File: src/rtl/gray_conv_arbiter.sv
// gray_conv_arbiter: round-robin arbiter that shares one 4-bit binary-to-Gray
// converter among 2**ID_W requesters. The winning requester's word is
// converted and registered together with its index. Results leave through a
// valid/ready handshake, and a fresh grant can reload the output register on
// the same edge that the consumer accepts the previous result.

// bin_gray_4_bit: 4-bit binary-to-Gray converter.
// {a,b,c,d} is the binary word MSB first. {w,x,y,z} is the Gray word MSB first.
module bin_gray_4_bit (
    input  logic a,
    input  logic b,
    input  logic c,
    input  logic d,
    output logic w,
    output logic x,
    output logic y,
    output logic z
);

    // Each Gray bit is the XOR of a binary bit and its more significant neighbour.
    assign w = a;
    assign x = a ^ b;
    assign y = b ^ c;
    assign z = c ^ d;

endmodule

module gray_conv_arbiter #(
    parameter int ID_W = 2
) (
    input  logic                  clk,
    input  logic                  rst,
    input  logic [2**ID_W-1:0]    req,
    input  logic [4*(2**ID_W)-1:0] req_bin,
    output logic [2**ID_W-1:0]    ack,
    output logic                  out_valid,
    input  logic                  out_ready,
    output logic [3:0]            out_gray,
    output logic [ID_W-1:0]       out_id
);

    localparam int N = 2**ID_W;

    typedef enum logic {
        IDLE = 1'b0,
        HOLD = 1'b1
    } state_t;

    state_t          state;
    state_t          next_state;
    logic [ID_W-1:0] ptr;
    logic [ID_W-1:0] winner;
    logic [ID_W-1:0] cand;
    logic            found;
    logic            grant;
    logic [3:0]      sel_bin;
    logic [3:0]      gray_res;
    logic [N-1:0]    grant_onehot;

    // Rotating priority search: scan ptr, ptr+1, ... and take the first active request.
    always_comb begin
        found  = 1'b0;
        winner = '0;
        cand   = '0;
        for (int k = 0; k < N; k++) begin
            cand = ptr + ID_W'(k);
            if (!found && req[cand]) begin
                found  = 1'b1;
                winner = cand;
            end
        end
    end

    // Route the candidate winner's word into the single shared converter.
    assign sel_bin      = req_bin[{winner, 2'b00} +: 4];
    assign grant_onehot = {{(N-1){1'b0}}, 1'b1} << winner;

    bin_gray_4_bit u_conv (
        .a (sel_bin[3]),
        .b (sel_bin[2]),
        .c (sel_bin[1]),
        .d (sel_bin[0]),
        .w (gray_res[3]),
        .x (gray_res[2]),
        .y (gray_res[1]),
        .z (gray_res[0])
    );

    // Grant when the output register is empty, or when the consumer frees it this edge.
    always_comb begin
        next_state = state;
        grant      = 1'b0;
        case (state)
            IDLE: begin
                if (found) begin
                    grant      = 1'b1;
                    next_state = HOLD;
                end
            end
            HOLD: begin
                if (out_ready) begin
                    if (found) begin
                        grant = 1'b1;
                    end else begin
                        next_state = IDLE;
                    end
                end
            end
            default: next_state = IDLE;
        endcase
    end

    // State register; HOLD is exactly the "result pending" condition.
    always_ff @(posedge clk or posedge rst) begin
        if (rst) begin
            state <= IDLE;
        end else begin
            state <= next_state;
        end
    end

    assign out_valid = (state == HOLD);

    // Result register, one-cycle ack pulse and round-robin pointer update on each grant.
    always_ff @(posedge clk or posedge rst) begin
        if (rst) begin
            ptr      <= '0;
            out_gray <= '0;
            out_id   <= '0;
            ack      <= '0;
        end else if (grant) begin
            ptr      <= winner + ID_W'(1);
            out_gray <= gray_res;
            out_id   <= winner;
            ack      <= grant_onehot;
        end else begin
            ack      <= '0;
        end
    end

endmodule
File: config.mk
export PLATFORM = sky130hd
export DESIGN_NAME = gray_conv_arbiter
export DESIGN_NICKNAME = d
export VERILOG_FILES = /design/src/rtl/gray_conv_arbiter.sv
export SDC_FILE = /design/constraint.sdc
export NUM_CORES = 1
export LEC_CHECK = 0
export CAP_MARGIN = 15
export CELL_PAD_IN_SITES_DETAIL_PLACEMENT = 1
export CELL_PAD_IN_SITES_GLOBAL_PLACEMENT = 2
export CORE_MARGIN = 5
export CORE_UTILIZATION = 27
export DETAILED_ROUTE_END_ITERATION = 10
export PLACE_DENSITY = 0.89
export SLEW_MARGIN = 20
export SYNTH_ARGS = -nofsm -noshare
export SYNTH_HDL_FRONTEND = slang
export SYNTH_SLANG_ARGS = --single-unit
File: constraint.sdc
create_clock -name clk -period 3.75 [get_ports clk]
set_input_delay 0.75 -clock clk [delete_from_list [all_inputs] [get_ports clk]]
set_output_delay 0.75 -clock clk [all_outputs]
set_load 0.05 [all_outputs]
# Yosys cells after proc, flatten, opt, wreduce, memory -nomap -nowiden
# Index checks and enable logic that the tools add are counted.
# word_totals
register_bits	13
in_bits	23
out_inout_bits	11
elab_cells	47
# classes
add_sub_neg	4
n_lt_le_gt_ge	4
n_shift	2
mux	22
bitwise_logic	4
n_reduce_logical	6
# ops
cell	n
$shiftx A16 B5 Y4	1
$lt A2 B3 Y1 const B	4
$mux W1	11
$bmux W1 S2	4
$mux W2	4
$add A2 B1 Y2 const B	2
$add A2 B2 Y2 const B	2
$mux W4	1
$pmux W1 S2	2
$shl A1 B2 Y4 const A	1
$logic_and A1 B1 Y1	3
$logic_not A1 Y1	3
$xor A1 B1 Y1	3
$not A1 Y1	1

# Logic depth before layout (Yosys ltp)
# Gate-level depths: netlist (run 1).
# logic_depth
depth_word	16
mapped_depth	7
ltp_nobuf	7

# Cells and area by module
# Synthesis (run 1) repeated with hierarchy kept, for this count alone.
# hier_totals
hier_cells	68
area_unflattened_um2	767.0
# modules_own_cells
mod	instances	cells_each	area_per_inst_um2	seq_area_each_um2
gray_conv_arbiter	1	64	733.2	325.3
bin_gray_4_bit	1	4	33.8	0.0

# Worst setup path before layout (run 1)
# Ideal clock, no wire load.
# synth_timing
path_kind	input to register
startpoint	input req[2]
endpoint	register out_gray[0]
setup_ns	0.126
t_arrival_ns	1.790
required_time_ns	3.624
slack_ns	1.834
path_stages	6
path_buffers	0
cell_sequence	mux2i_1 nor2_2 nor3_4 inv_6 mux2i_1 a221o_1
# synth_via
word_cells_on_any_way	27
classes_between	shift (1); mux (19); bitwise (1); reduce/logical (6)
# synth_rtl
item	line_no	text
start, declared	33	input logic [2**ID_W-1:0] req,
$bmux W1 S2	67	if (!found && req[cand]) begin
$mux W1 (not written as such)	67	
$mux W1	67	
$logic_not A1 Y1	67	
$logic_and A1 B1 Y1	67	
$mux W1	67	
$logic_not A1 Y1	67	
$logic_and A1 B1 Y1	67	
$mux W1	67	
$logic_not A1 Y1	67	
$logic_and A1 B1 Y1	67	
$mux W2 *	67	
via winner[0]	52	logic [ID_W-1:0] winner;
$shiftx A16 B5 Y4 *	75	assign sel_bin = req_bin[{winner, 2'b00} +: 4];
$xor A1 B1 Y1 *	24	assign z = c ^ d;
end signal, assigned	133	out_gray <= gray_res;
end, declared	38	output logic [3:0] out_gray,
# Mark *: on every way through the listed nets, which the timed path passes. The rest lies on a longest branch. The select of a mux whose other input is x is not followed.
# A chain may end at the register's enable or synchronous reset.

# Worst setup path after layout (run 1)
# layout_timing
startpoint	input req[0]
endpoint	register ptr[1]
# layout_via
word_cells_on_any_way	26
classes_between	add/sub (1); mux (19); reduce/logical (6)
# layout_rtl
item	line_no	text
$bmux W1 S2	67	
$mux W1 (not written as such)	67	
$mux W1	67	
$logic_not A1 Y1	67	
$logic_and A1 B1 Y1	67	
$mux W1	67	
$logic_not A1 Y1	67	
$logic_and A1 B1 Y1	67	
$mux W1	67	
$logic_not A1 Y1	67	
$logic_and A1 B1 Y1	67	
$mux W2 *	67	
via winner[1]	52	
$add A2 B1 Y2 *	132	ptr <= winner + ID_W'(1);
end signal, assigned	132	
end, declared	51	logic [ID_W-1:0] ptr;
# Marks and branches as above.

==> results of run 1 <==
-- worst max-delay path by stage --
stage	slack, ns	cells past startpoint	to
floorplan	1.83	6	out_gray[0]
global placement	1.06	8	ptr[1]
detailed placement	0.96	8	ptr[1]
CTS	1.25	8	ptr[1]
global route	1.11	8	ptr[1]
finish	1.25	8	ptr[1]
-- stage by stage --
stage | util, % | instance area, sq um | instances
final | 41.3 | 1260 | 162
after global routing | 41.3 | 1260 | 162
after CTS | 41.3 | 1260 | 162
after detailed placement | 40.4 | 1230 | 158
after global placement | 40.4 | 1230 | 158
after floorplan | - | 860 | 82
-- cell usage after synthesis --
cell        n  area, sq um
a21o_1      1         7.51
o21ai_1     1         5.00
mux2i_1     5         50.1
dfrtp_1    13          325
or4b_1      1         10.0
nor2_2      1         6.26
a211o_1     1         8.76
o21a_1      1         7.51
o311ai_1    1         8.76
a21o_2      1         8.76
nor3_4      1         16.3
inv_1       3         11.3
a2111oi_2   3         45.0
o31ai_1     1         7.51
o22ai_1     1         6.26
ha_1        4         50.1
a221o_1     3         30.0
nor4_1      4         25.0
inv_6       1         8.76
buf_6       1         11.3
and2_1      4         25.0
nand2b_1    1         6.26
a21oi_1     4         20.0
xnor2_1     9         78.8
xor2_1      3         26.3
a21oi_2     1         8.76
nor2_1      3         11.3
nand2_1     8         30.0
inv_2       1         3.75
-- report_power, final --
| group | switching (mW) | internal (mW) |
|---|---|---|
| Sequential | 0.0295 | 0.177 |
| Clock | 0.0456 | 0.0412 |
| Combinational | 0.224 | 0.140 |
-- metal layers --
layer	routed length (microns)	share of wire (%)	vias to the layer above	global-route usage, %
li1	-	-	368	-
met4	31	1.3	0	3.81
met3	107	4.6	4	2.72
met1	1020	44	353	13.6
met2	1180	50	22	20.0
met5	0	0	-	0
-- worst reg2reg max path, stage by stage (launching register included) --
cell and delay [ns]:
dfrtp_1 0.45, a21oi_1 0.09, o21a_1 0.17, o22ai_1 0.49
inv_2 0.18, ha_1 0.31, nand2_1 0.06, nand2_1 0.05
-- cell families (layout without fill, tap and decap cells) --
| group | count (synthesis) | after routing |
|---|---|---|
| xor gates and xnor gates | 12 | 12 |
| buffers and inverters | 6 | 42 |
| muxes | 5 | 5 |
| adders and majority gates | 4 | 4 |
| AOI/OAI and AO/OA | 19 | 19 |
| DFF | 13 | 13 |
| and+or+nand+nor | 23 | 23 |
-- flip-flops by register name, indices dropped and copies added (netlist names) --
signal,count
out_valid,1
ptr,2
out_id,2
ack,4
out_gray,4
-- final cells by class --
type | count | area, sq um
Tap cell | 44 | 55.1
Clock buffer | 4 | 26.3
Multi-Input combinational cell | 63 | 499
Sequential cell | 13 | 325
Inverter | 5 | 23.8
Fill cell | 372 | 1790
Timing Repair Buffer | 33 | 330
==> results by stage, run 1 <==
Outcome:
- The run finished with clean final reports.

Setup path:
- For this run, the slowest stage of the critical path takes 0.56 ns.
- The critical path contains buffers and inverters numbering 2 combined.
- The critical path goes through clkdlybuf4s50_1 > a21oi_1 > o21a_1 > o22ai_1 > inv_2 > ha_1 > nand2_1 > nand2_1.
- The critical path starts at req[0].
- The worst-case reg-to-reg path depth is 7.
- The end of the worst register-to-register path is ptr[1].
- At the worst endpoint, the arrival time is roughly 2.7 ns.
- The required time of the critical path is between 3 and 4 ns.
- By startpoint and endpoint, the worst setup path is classified as primary input to flop.
- The reg2reg setup slack is 1.84 ns.
- The startpoint identified for the worst register-to-register timing path is ptr[1].
- The cell with the biggest individual delay on the critical path is clkdlybuf4s50_1.
- Grouping stages by cell kind, the critical path spends the most delay in compound AO/OA/AOI/OAI gates.
- STA classifies the critical path startpoint as a primary input.
- In this run the worst path has a maximum fanout of 6.
- The dominant cell type by count on the critical path is nand2_1.
- The type of element capturing the critical path is a flop.

Clock tree:
- CTS built an H-tree with a depth of 1.
- The CTS tree is yes.
- Counting the buffers created by CTS gives 3.
- After clock tree synthesis, the setup repair step added 0 buffers.
- The count of hold buffers inserted by post-cts repair is 0.
- The register clock-pin slew on the reported worst setup and hold paths is 0.08 ns.
- The clock reaches the later pin of the worst-skew pair after around 0.27 ns.
- The number of clock sinks is 13.
- The tree is rooted in a clkbuf_4.
- The number of cells upsized or downsized after cts is 0.
- The maximum root-to-sink buffer count is 2.

Power and ir drop:
- The completed layout was analyzed and its total power is approximately 660 uW.
- The maximum VDD drop is 0.000156 V.
- In this run the static leakage power is 0.520 nW.
- The power per unit of standard cell area is 521 nW/um^2.

Logic synthesis:
- The fraction of synthesized area in multiplexers is under 10%.
- The warning count from the yosys run is 0.
- By area, the combinational part of the netlist is dominated by compound AO/OA/AOI/OAI gates.
- Summing the areas of all and, or, nand and nor instances in the mapped netlist gives roughly 15% of the synthesized area.
- Synthesis produced a netlist whose cell count is 82.
- The xor and xnor fraction of the mapped netlist area is about 12%.
- The synthesized netlist devotes 5.82% of its cell area to adder and majority cells.
- The synthesized netlist devotes between 10% and 20% of its cell area to compound gates.
- The mean instance size in the synthesized netlist is roughly 10 sq um.
- For this run, the register share of the synthesized area comes to roughly 38%.
- Summing every instance area after synthesis gives 860 sq um.
- The count of cell types in the netlist is 29.
- Synthesis inferred 13 register bits.
- The number of nets produced by synthesis is about 110.

STA:
- For the pin with the worst max-slew slack, the measured transition is approximately 0.62 ns.
- The worst path uses 66.6% of the clock period.
- Measured against its own limit, the worst slew margin works out to 58.6%.
- The final setup violation count is 0.
- Setup repair after global routing left no endpoint under its margin.
- The final period demand of the worst path is 2.50 ns.
- Timing would allow up to about 0.4 GHz.
- The total negative slack for setup checks is 0 ns.
- The clock tree skew after final layout is ~0.00043 ns.
- The number of hold violations in the final report was 0.
- The final number of max-transition violations is 0.
- The tightest hold path in the finished design has a slack of between 0.5 and 0.6 ns.
- The post-layout worst setup margin is approximately 1.3 ns.

Placed design:
- The post-place setup slack is ~0.96 ns.
- The number of buffers added on ports is 33.
- The congestion estimate from routability-driven global placement came to around 0.74.
- Once detailed placement completed, the half-perimeter wirelength came to a little under 2 mm.

Drt:
- The remaining number of nets flagged by the antenna check after routing is 0.
- The via count is 747.
- The first detailed-routing pass took 3 iterations.
- Using the TritonRoute via totals, the vias-per-cell ratio works out to roughly 4.6.
- The detailed-route DRC error count is 0.
- The starting DRC count in detailed routing is 7.
- The average routed wire per standard cell is between 10 and 15 microns.
- The total length of routed wires is ~2.3 mm.

Cells and area:
- The final antenna diode count is 0.
- The net count of the finished layout is between 100 and 150.
- The fraction of final layout cells with drive strength greater than 1 is 10.2%.
- The most frequent standard cell in the layout excluding fill and tap cells is clkdlybuf4s50_1.
- In the layout the commonest cells are clkdlybuf4s50_1 (33), dfrtp_1 (13), xnor2_1 (9).
- The relative area change from synthesis to final layout is 46.6%.

Die:
- The starting density of the core is 28.2%.
- The floorplan has 20 rows.
- The top-level I/O count is 34.
- The floorplan step defined a die boundary enclosing 4410 sq um.
- Measured along the y axis, the die boundary spans ~66 microns.
- After floorplanning, the core was sized to cover a little over 3000 sq um.
- The chip width is between 60 and 70 microns.

Min path:
- The number of cells on the worst hold path is 2.
- The worst hold path endpoint is out_id[0].
- The source of the worst hold timing path is out_id[0].
- The class of the tightest hold or removal check is flop to flop.

Global route:
- The pin count of the biggest net entering global routing is 15.
- The first global-routing pass estimated slightly below 4 mm of wire.
- The leftover overflow at the end of global routing is 0.
- The number of antenna violations at the first check in global routing is 0.
- Global routing consumed, over all layers together, between 10% and 20% of the routing resources.
- The number of global-route vias before repair came to between 800 and 900.

Flow run:
- Across the run, the number of max-cap violations was 0.
Note: power is estimated with default switching activity, not from simulation.
==> run 2: changes to the inputs <==
--- a/config.mk
+++ b/config.mk
@@ -9,9 +9,9 @@
 export CELL_PAD_IN_SITES_DETAIL_PLACEMENT = 1
 export CELL_PAD_IN_SITES_GLOBAL_PLACEMENT = 2
 export CORE_MARGIN = 5
-export CORE_UTILIZATION = 27
+export CORE_UTILIZATION = 25
 export DETAILED_ROUTE_END_ITERATION = 10
-export PLACE_DENSITY = 0.89
+export PLACE_DENSITY = 0.84
 export SLEW_MARGIN = 20
 export SYNTH_ARGS = -nofsm -noshare
 export SYNTH_HDL_FRONTEND = slang
==> constraint.sdc (replaced) <==
create_clock -name clk -period 2.45 [get_ports clk]
set_input_delay 0.49 -clock clk [delete_from_list [all_inputs] [get_ports clk]]
set_output_delay 0.49 -clock clk [all_outputs]
set_load 0.05 [all_outputs]
==> results by stage, run 2 (synthesis results as in run 1) <==
Outcome:
- Run status: completed (unchanged).

Clock tree:
- The maximum root-to-sink buffer count is 2 (unchanged).
- The count of hold buffers inserted by post-cts repair is 0 (unchanged).
- The number of clock sinks is 13 (unchanged).
- The number of post-CTS setup repair buffers came to 0 (unchanged).
- The register clock-pin slew on the reported worst setup and hold paths is 0.07 ns (was 0.08 ns).
- The number of cells upsized or downsized after cts came to 0 (unchanged).
- The CTS tree is yes (unchanged).
- The root buffer selected by CTS is clkbuf_4 (unchanged).
- The number of levels the H-tree was split into is 1 (unchanged).
- The clock insertion delay at the later pin of the skew report came to 0.27 ns (about the same).
- The number of clock buffers inserted by TritonCTS is 3 (unchanged).

Placed design:
- The placer congestion estimate was 0.733 (was 0.738).
- The post-place setup slack is 0.174 ns (was 0.960 ns).
- The number of buffers added on ports was 33 (unchanged).
- The HPWL reported at the end of detailed placement is 1.81 mm (was 1.97 mm).

Die:
- The full die area is 4710 sq um (was 4410 sq um).
- The y dimension of the die was 68.6 microns (was 66.4 microns).
- The chip width came to 68.6 microns (was 66.4 microns).
- The number of placement rows was 21 (was 20).
- The core region area is 3340 sq um (was 3050 sq um).
- The starting density of the core came to 25.8% (was 28.2%).
- The top-level I/O count is 34 (unchanged).

Setup path:
- The end of the worst register-to-register path is out_gray[0] (was ptr[1]).
- The type of the setup path with the least slack is primary input to flop (unchanged).
- The worst-case reg-to-reg path depth is 6 (was 7).
- The type of element capturing the critical path is a flop (unchanged).
- The cell with the biggest individual delay on the critical path is clkdlybuf4s50_1 (unchanged).
- Cells along the critical path: clkdlybuf4s50_1 > mux2i_1 > nor2_2 > nor3_4 > inv_6 > mux2i_1 > a221o_1 (was clkdlybuf4s50_1 > a21oi_1 > o21a_1 > o22ai_1 > inv_2 > ha_1 > nand2_1 > nand2_1).
- The largest incremental delay on the critical path is 0.47 ns (was 0.56 ns).
- The peak fanout along the critical path is 10 (was 6).
- The startpoint of the lowest-slack register-to-register path is ptr[1] (unchanged).
- The critical path's top delay family was buffers and inverters (was compound AO/OA/AOI/OAI gates).
- The kind of start point of the critical path is a primary input (unchanged).
- The endpoint arrival time on the critical path is 2.13 ns (was 2.67 ns).
- The buffer and inverter count on the worst path is 2 (unchanged).
- The dominant cell type by count on the critical path is mux2i_1 (was nand2_1).
- The required time of the critical path is 2.60 ns (was 3.92 ns).
- The reg2reg setup slack is 0.67 ns (was 1.84 ns).
- The count of cell instances traversed by the critical path came to 7 (was 8).

Cells and area:
- The most frequent standard cell in the layout excluding fill and tap cells was clkdlybuf4s50_1 (unchanged).
- Most frequent cells in the layout: clkdlybuf4s50_1 (33), dfrtp_1 (13), xnor2_1 (9) (unchanged).
- The final antenna diode count is 0 (unchanged).
- The fraction of final layout cells with drive strength greater than 1 is 12.4% (was 10.2%).
- The relative area change from synthesis to final layout is 49.5% (was 46.6%).
- Largest registers in the final layout: ack (4), out_gray (4) (unchanged).
- The fill cell total of the finished layout is 384 (was 372).
- The number of nets in the final layout is 149 (was 146).

Min path:
- The number of cells on the worst hold path is 1 (was 2).
- The class of the tightest hold or removal check is flop to flop (unchanged).
- The source of the worst hold timing path is out_id[1] (was out_id[0]).
- The worst hold path endpoint is out_id[1] (was out_id[0]).

Global route:
- The first-pass GRT wire length was 3.48 mm (was 3.85 mm).
- The pin count of the biggest net entering global routing came to 14 (was 15).
- The number of global-route vias before repair is 773 (was 814).
- The number of antenna violations at the first check in global routing is 0 (unchanged).
- The total global routing track utilization is 9.87% (was 11.4%).
- The leftover overflow at the end of global routing came to 0 (unchanged).

Drt:
- The total length of routed wires is 2.10 mm (was 2.33 mm).
- The remaining number of nets flagged by the antenna check after routing was 0 (unchanged).
- The starting DRC count in detailed routing is 14 (was 7).
- The via count normalized by instance count is 4.41 (was 4.61).
- The detailed-route DRC error count is 0 (unchanged).
- The met3 wirelength from detailed routing is 86 microns (was 107 microns).
- The via count came to 737 (was 747).
- The total length of routed met2 wires is 1.08 mm (was 1.18 mm).
- The detailed-routing wirelength on met1 is 873 microns (was 1.02 mm).
- The average routed wire per standard cell is 12.5 microns (was 14.4 microns).
- The highest metal layer with signal wires is met4 (unchanged).
- The number of optimization iterations in the first detailed-route pass is 4 (was 3).

STA:
- The clock tree skew after final layout is 0.000691 ns (was 0.000432 ns).
- The final number of max-transition violations was 0 (unchanged).
- The post-route fraction of the period consumed by the critical path is around four fifths.
- The total negative slack for setup checks came to 0 ns (unchanged).
- The smallest hold slack was 0.501 ns (was 0.509 ns).
- The headroom to the max-slew limit is 66.6% (was 58.6%).
- The final setup violation count is 0 (unchanged).
- The number of hold violations in the final report was 0 (unchanged).
- RSZ-0062 raised after global routing: false (unchanged).
- The post-layout worst setup margin is 0.478 ns (was 1.25 ns).
- The final period demand of the worst path is approximately 2.0 ns.
- The transition time at the pin with the least slew margin came to 0.499 ns (was 0.621 ns).
- Derived from the worst setup path, the maximum achievable clock frequency is around 0.51 GHz.

Power and ir drop:
- The share of total power consumed by net switching came to 44.0% (was 45.5%).
- The cell internal power dissipation came to 556 uW (was 358 uW).
- The switching power is 437 uW (was 299 uW).
- The power per unit of standard cell area is 772 nW/um^2 (was 521 nW/um^2).
- The standby leakage power came to 0.535 nW (was 0.520 nW).
- The share of total power in combinational logic came to 56.0% (was 55.3%).
- The overall power after layout is 992 uW (was 657 uW).
- The power share of the clock group is 12.7% (was 13.2%).
- The sequential group share of total power is 31.3% (was 31.4%).
- The maximum VDD drop was 0.000153 V (was 0.000156 V).

Flow run:
- The number of max-cap violations is 0 (unchanged).
run 2: cell types whose count changed in the layout (fill, tap and decap cells not counted):
cell	change
buf_4	+3
run 2: area by class of cell:
cell class | count | area (sq um) | share of cell area [%]
Clock buffer | 4 | 26.3 | 2.04
Inverter | 5 | 23.8 | 1.85
Multi-Input combinational cell | 63 | 499 | 38.9
Sequential cell | 13 | 325 | 25.3
Tap cell | 46 | 57.6 | 4.48
Timing Repair Buffer | 36 | 353 | 27.5
run 2: how the worst max path moves through the flow:
stage / to / slack (ns) / start
global placement: out_gray[3] / 0.22 / req[0]
CTS: out_gray[0] / 0.47 / req[0]
floorplan: out_gray[0] / 0.79 / req[2]
global route: out_gray[1] / 0.34 / req[0]
detailed placement: out_gray[0] / 0.17 / req[0]
finish: out_gray[0] / 0.48 / req[0]
run 2: metal layers:
layer	vias to the layer above	GRT usage, %
li1	378	-
met1	338	12.2
met2	17	16.1
met3	4	0.972
met4	0	6.70
met5	-	0
run 2: stage by stage:
stage	utilization [%]	std cells	cell area, sq um
after floorplan	-	82	860
after global placement	37.7	163	1260
after detailed placement	37.7	163	1260
after CTS	38.5	167	1280
after global routing	38.5	167	1280
final	38.5	167	1280
run 2: worst reg2reg max path, stage by stage, from the launching register on:
cell     delay (ns)
dfrtp_1        0.45
mux2i_1        0.25
nor2_2         0.10
nor3_4         0.31
inv_6          0.11
mux2i_1        0.14
a221o_1        0.32
run 2: power groups by stage:
stage	clock [mW]	sequential (mW)	combinational (mW)
floorplan	0	0.469	0.213
global placement	0	0.315	0.555
detailed placement	0	0.317	0.562
CTS	0.132	0.313	0.562
global route	0.145	0.322	0.598
finish	0.126	0.311	0.555
==> run 3: changes to the inputs <==
==> constraint.sdc (replaced) <==
create_clock -name clk -period 2 [get_ports clk]
set_input_delay 0.4 -clock clk [delete_from_list [all_inputs] [get_ports clk]]
set_output_delay 0.4 -clock clk [all_outputs]
set_load 0.05 [all_outputs]
==> results by stage, run 3 (synthesis results as in run 1) <==
Clock tree:
- The count of hold buffers inserted by post-cts repair is 0 (unchanged).
- The number of clock sinks came to 13 (unchanged).
- The root buffer selected by CTS was clkbuf_4 (unchanged).
- The register clock-pin slew on the reported worst setup and hold paths was 0.07 ns (about the same).
- The maximum root-to-sink buffer count is 2 (unchanged).
- The clock insertion delay at the later pin of the skew report came to 0.26 ns (was 0.27 ns).
- The CTS tree is yes (unchanged).
- The number of levels the H-tree was split into is 1 (unchanged).
- The number of clock buffers inserted by TritonCTS came to 3 (unchanged).

Setup path:
- The startpoint of the lowest-slack register-to-register path is ptr[1] (unchanged).
- The reg2reg setup slack came to 0.22 ns (was 0.67 ns).
- The end of the worst register-to-register path was out_gray[3] (was out_gray[0]).
- The buffer and inverter count on the worst path is 1 (was 2).
- The endpoint arrival time on the critical path is 2.05 ns (was 2.13 ns).
- The cell with the biggest individual delay on the critical path is or4b_1 (was clkdlybuf4s50_1).
- The kind of start point of the critical path is a primary input (unchanged).
- The critical path's top delay family is simple AND/OR/NAND/NOR gates (was buffers and inverters).
- The worst-case reg-to-reg path depth is 5 (was 6).
- The type of the setup path with the least slack is primary input to flop (unchanged).
- The largest incremental delay on the critical path is 0.50 ns (was 0.47 ns).
- The required time of the critical path was 2.16 ns (was 2.60 ns).
- The type of element capturing the critical path was a flop (unchanged).
- Cells along the critical path: clkdlybuf4s50_1 > mux2i_1 > nor2_2 > or4b_1 > a211o_1 > o311ai_1 (was clkdlybuf4s50_1 > mux2i_1 > nor2_2 > nor3_4 > inv_6 > mux2i_1 > a221o_1).
- The peak fanout along the critical path was 6 (was 10).

Cells and area:
- The most frequent standard cell in the layout excluding fill and tap cells is clkdlybuf4s50_1 (unchanged).
- Largest registers in the final layout: ack (4), out_gray (4) (unchanged).
- The fraction of final layout cells with drive strength greater than 1 is 17.5% (was 12.4%).
- The finished layout cell area is 1320 sq um (was 1280 sq um).
- The number of nets in the final layout came to 154 (was 149).
- Most frequent cells in the layout: clkdlybuf4s50_1 (32), dfrtp_1 (13), xnor2_1 (9), buf_4 (9), nand2_1 (8) (was clkdlybuf4s50_1 (33), dfrtp_1 (13), xnor2_1 (9)).
- The relative area change from synthesis to final layout was 53.9% (was 49.5%).
- The final antenna diode count is 0 (unchanged).
- The final core utilization is 39.6% (was 38.5%).

Global route:
- The number of global-route vias before repair is 822 (was 773).
- The total global routing track utilization is 10.1% (was 9.87%).
- The first-pass GRT wire length is 3.63 mm (was 3.48 mm).
- The pin count of the biggest net entering global routing came to 14 (unchanged).
- The leftover overflow at the end of global routing came to 0 (unchanged).
- The number of antenna violations at the first check in global routing is 0 (unchanged).

Drt:
- The number of optimization iterations in the first detailed-route pass is 4 (unchanged).
- The detailed-route DRC error count came to 0 (unchanged).
- The via count is 759 (was 737).
- The total length of routed wires is 2.21 mm (was 2.10 mm).
- The remaining number of nets flagged by the antenna check after routing was 0 (unchanged).
- The average routed wire per standard cell is 12.8 microns (was 12.5 microns).
- The starting DRC count in detailed routing is 7 (was 14).
- The via count normalized by instance count came to 4.41 (about the same).

Power and ir drop:
- The maximum VDD drop is 0.000236 V (was 0.000153 V).
- The overall power after layout is 1.26 mW (was 992 uW).
- The power per unit of standard cell area came to 950 nW/um^2 (was 772 nW/um^2).
- The standby leakage power came to 0.559 nW (was 0.535 nW).

Flow run:
- The number of max-cap violations is 0 (unchanged).

STA:
- The transition time at the pin with the least slew margin came to 0.508 ns (was 0.499 ns).
- The final number of max-transition violations is 0 (unchanged).
- The headroom to the max-slew limit came to 66.0% (was 66.6%).
- After layout, the worst path uses roughly 95% of the clock period.
- The final setup violation count is 0 (unchanged).
- The smallest hold slack is 0.449 ns (was 0.501 ns).
- The total negative slack for setup checks was 0 ns (unchanged).
- The maximum clock frequency is roughly 0.53 GHz.
- RSZ-0062 raised after global routing: false (unchanged).
- The number of hold violations in the final report is 0 (unchanged).
- The smallest clock period supported by the final layout is computed as approximately 1.9 ns.
- The clock tree skew after final layout is 0.00169 ns (was 0.000691 ns).

Die:
- The y dimension of the die is 68.6 microns (unchanged).
- The starting density of the core was 25.8% (unchanged).
- The full die area is 4710 sq um (unchanged).
- The chip width is 68.6 microns (unchanged).
- The number of placement rows is 21 (unchanged).
- The core region area is 3340 sq um (unchanged).
- The top-level I/O count is 34 (unchanged).

Placed design:
- The number of buffers added on ports is 33 (unchanged).
- The HPWL reported at the end of detailed placement came to 1.96 mm (was 1.81 mm).
- The cell area reported after detailed placement is 1280 sq um (was 1260 sq um).
- The placer congestion estimate is 0.801 (was 0.733).

Outcome:
- Run status: completed (unchanged).

Min path:
- The class of the tightest hold or removal check is primary input to asynchronous set/reset pin (was flop to flop).
-- run 3: per-stage QoR --
stage                     cells  setup slack [ns]
after global routing        172            0.0182
after CTS                   170            0.0195
after detailed placement    166            -0.275
final                       172             0.110
after global placement      166            -0.175
after floorplan              82             0.368
-- run 3: per-layer routing --
layer | routed length (microns) | global-route usage (%) | up-vias
met4 | 0 | 4.47 | 0
li1 | - | - | 382
met3 | 97 | 0.972 | 0
met2 | 1270 | 18.2 | 15
met5 | 0 | 0 | -
met1 | 843 | 11.9 | 362
-- run 3: timing repair --
| action | 4_1_cts | 5_1_grt |
|---|---|---|
| hold endpoints to repair | 0 | 0 |
| resized for setup | 0 | 1 |
| endpoints found under the setup margin | 0 | 4 |
| buffers inserted | 0 | 2 |
-- run 3: layout make-up --
cell class                      instances  area, sq um
Multi-Input combinational cell         63          502
Tap cell                               46         57.6
Sequential cell                        13          325
Inverter                                5         23.8
Fill cell                             400         2010
Clock buffer                            4         26.3
Timing Repair Buffer                   41          388
-- run 3: worst max-delay path by stage --
| stage | from | endpoint | depth (start not counted) |
|---|---|---|---|
| floorplan | ptr[1] | out_gray[0] | 6 |
| global placement | req[0] | out_gray[0] | 7 |
| detailed placement | req[0] | out_gray[1] | 7 |
| CTS | req[0] | out_gray[1] | 7 |
| global route | req[0] | ptr[1] | 8 |
| finish | req[0] | out_gray[3] | 6 |
-- run 3: worst register-to-register path, delay by kind of cell (launching register included) --
family / cells / cell delay, ns
AOI/OAI and AO/OA: 2 / 0.36
DFF: 1 / 0.45
muxes: 1 / 0.26
and+or+nand+nor: 2 / 0.60
-- run 3: where the power goes --
part           leakage [nW]  internal [mW]  total [mW]  switching [mW]
Combinational         0.384          0.297       0.719           0.422
Clock                0.0150         0.0771       0.154          0.0773
Sequential            0.160          0.332       0.383          0.0510
Total                 0.559          0.706        1.26           0.550
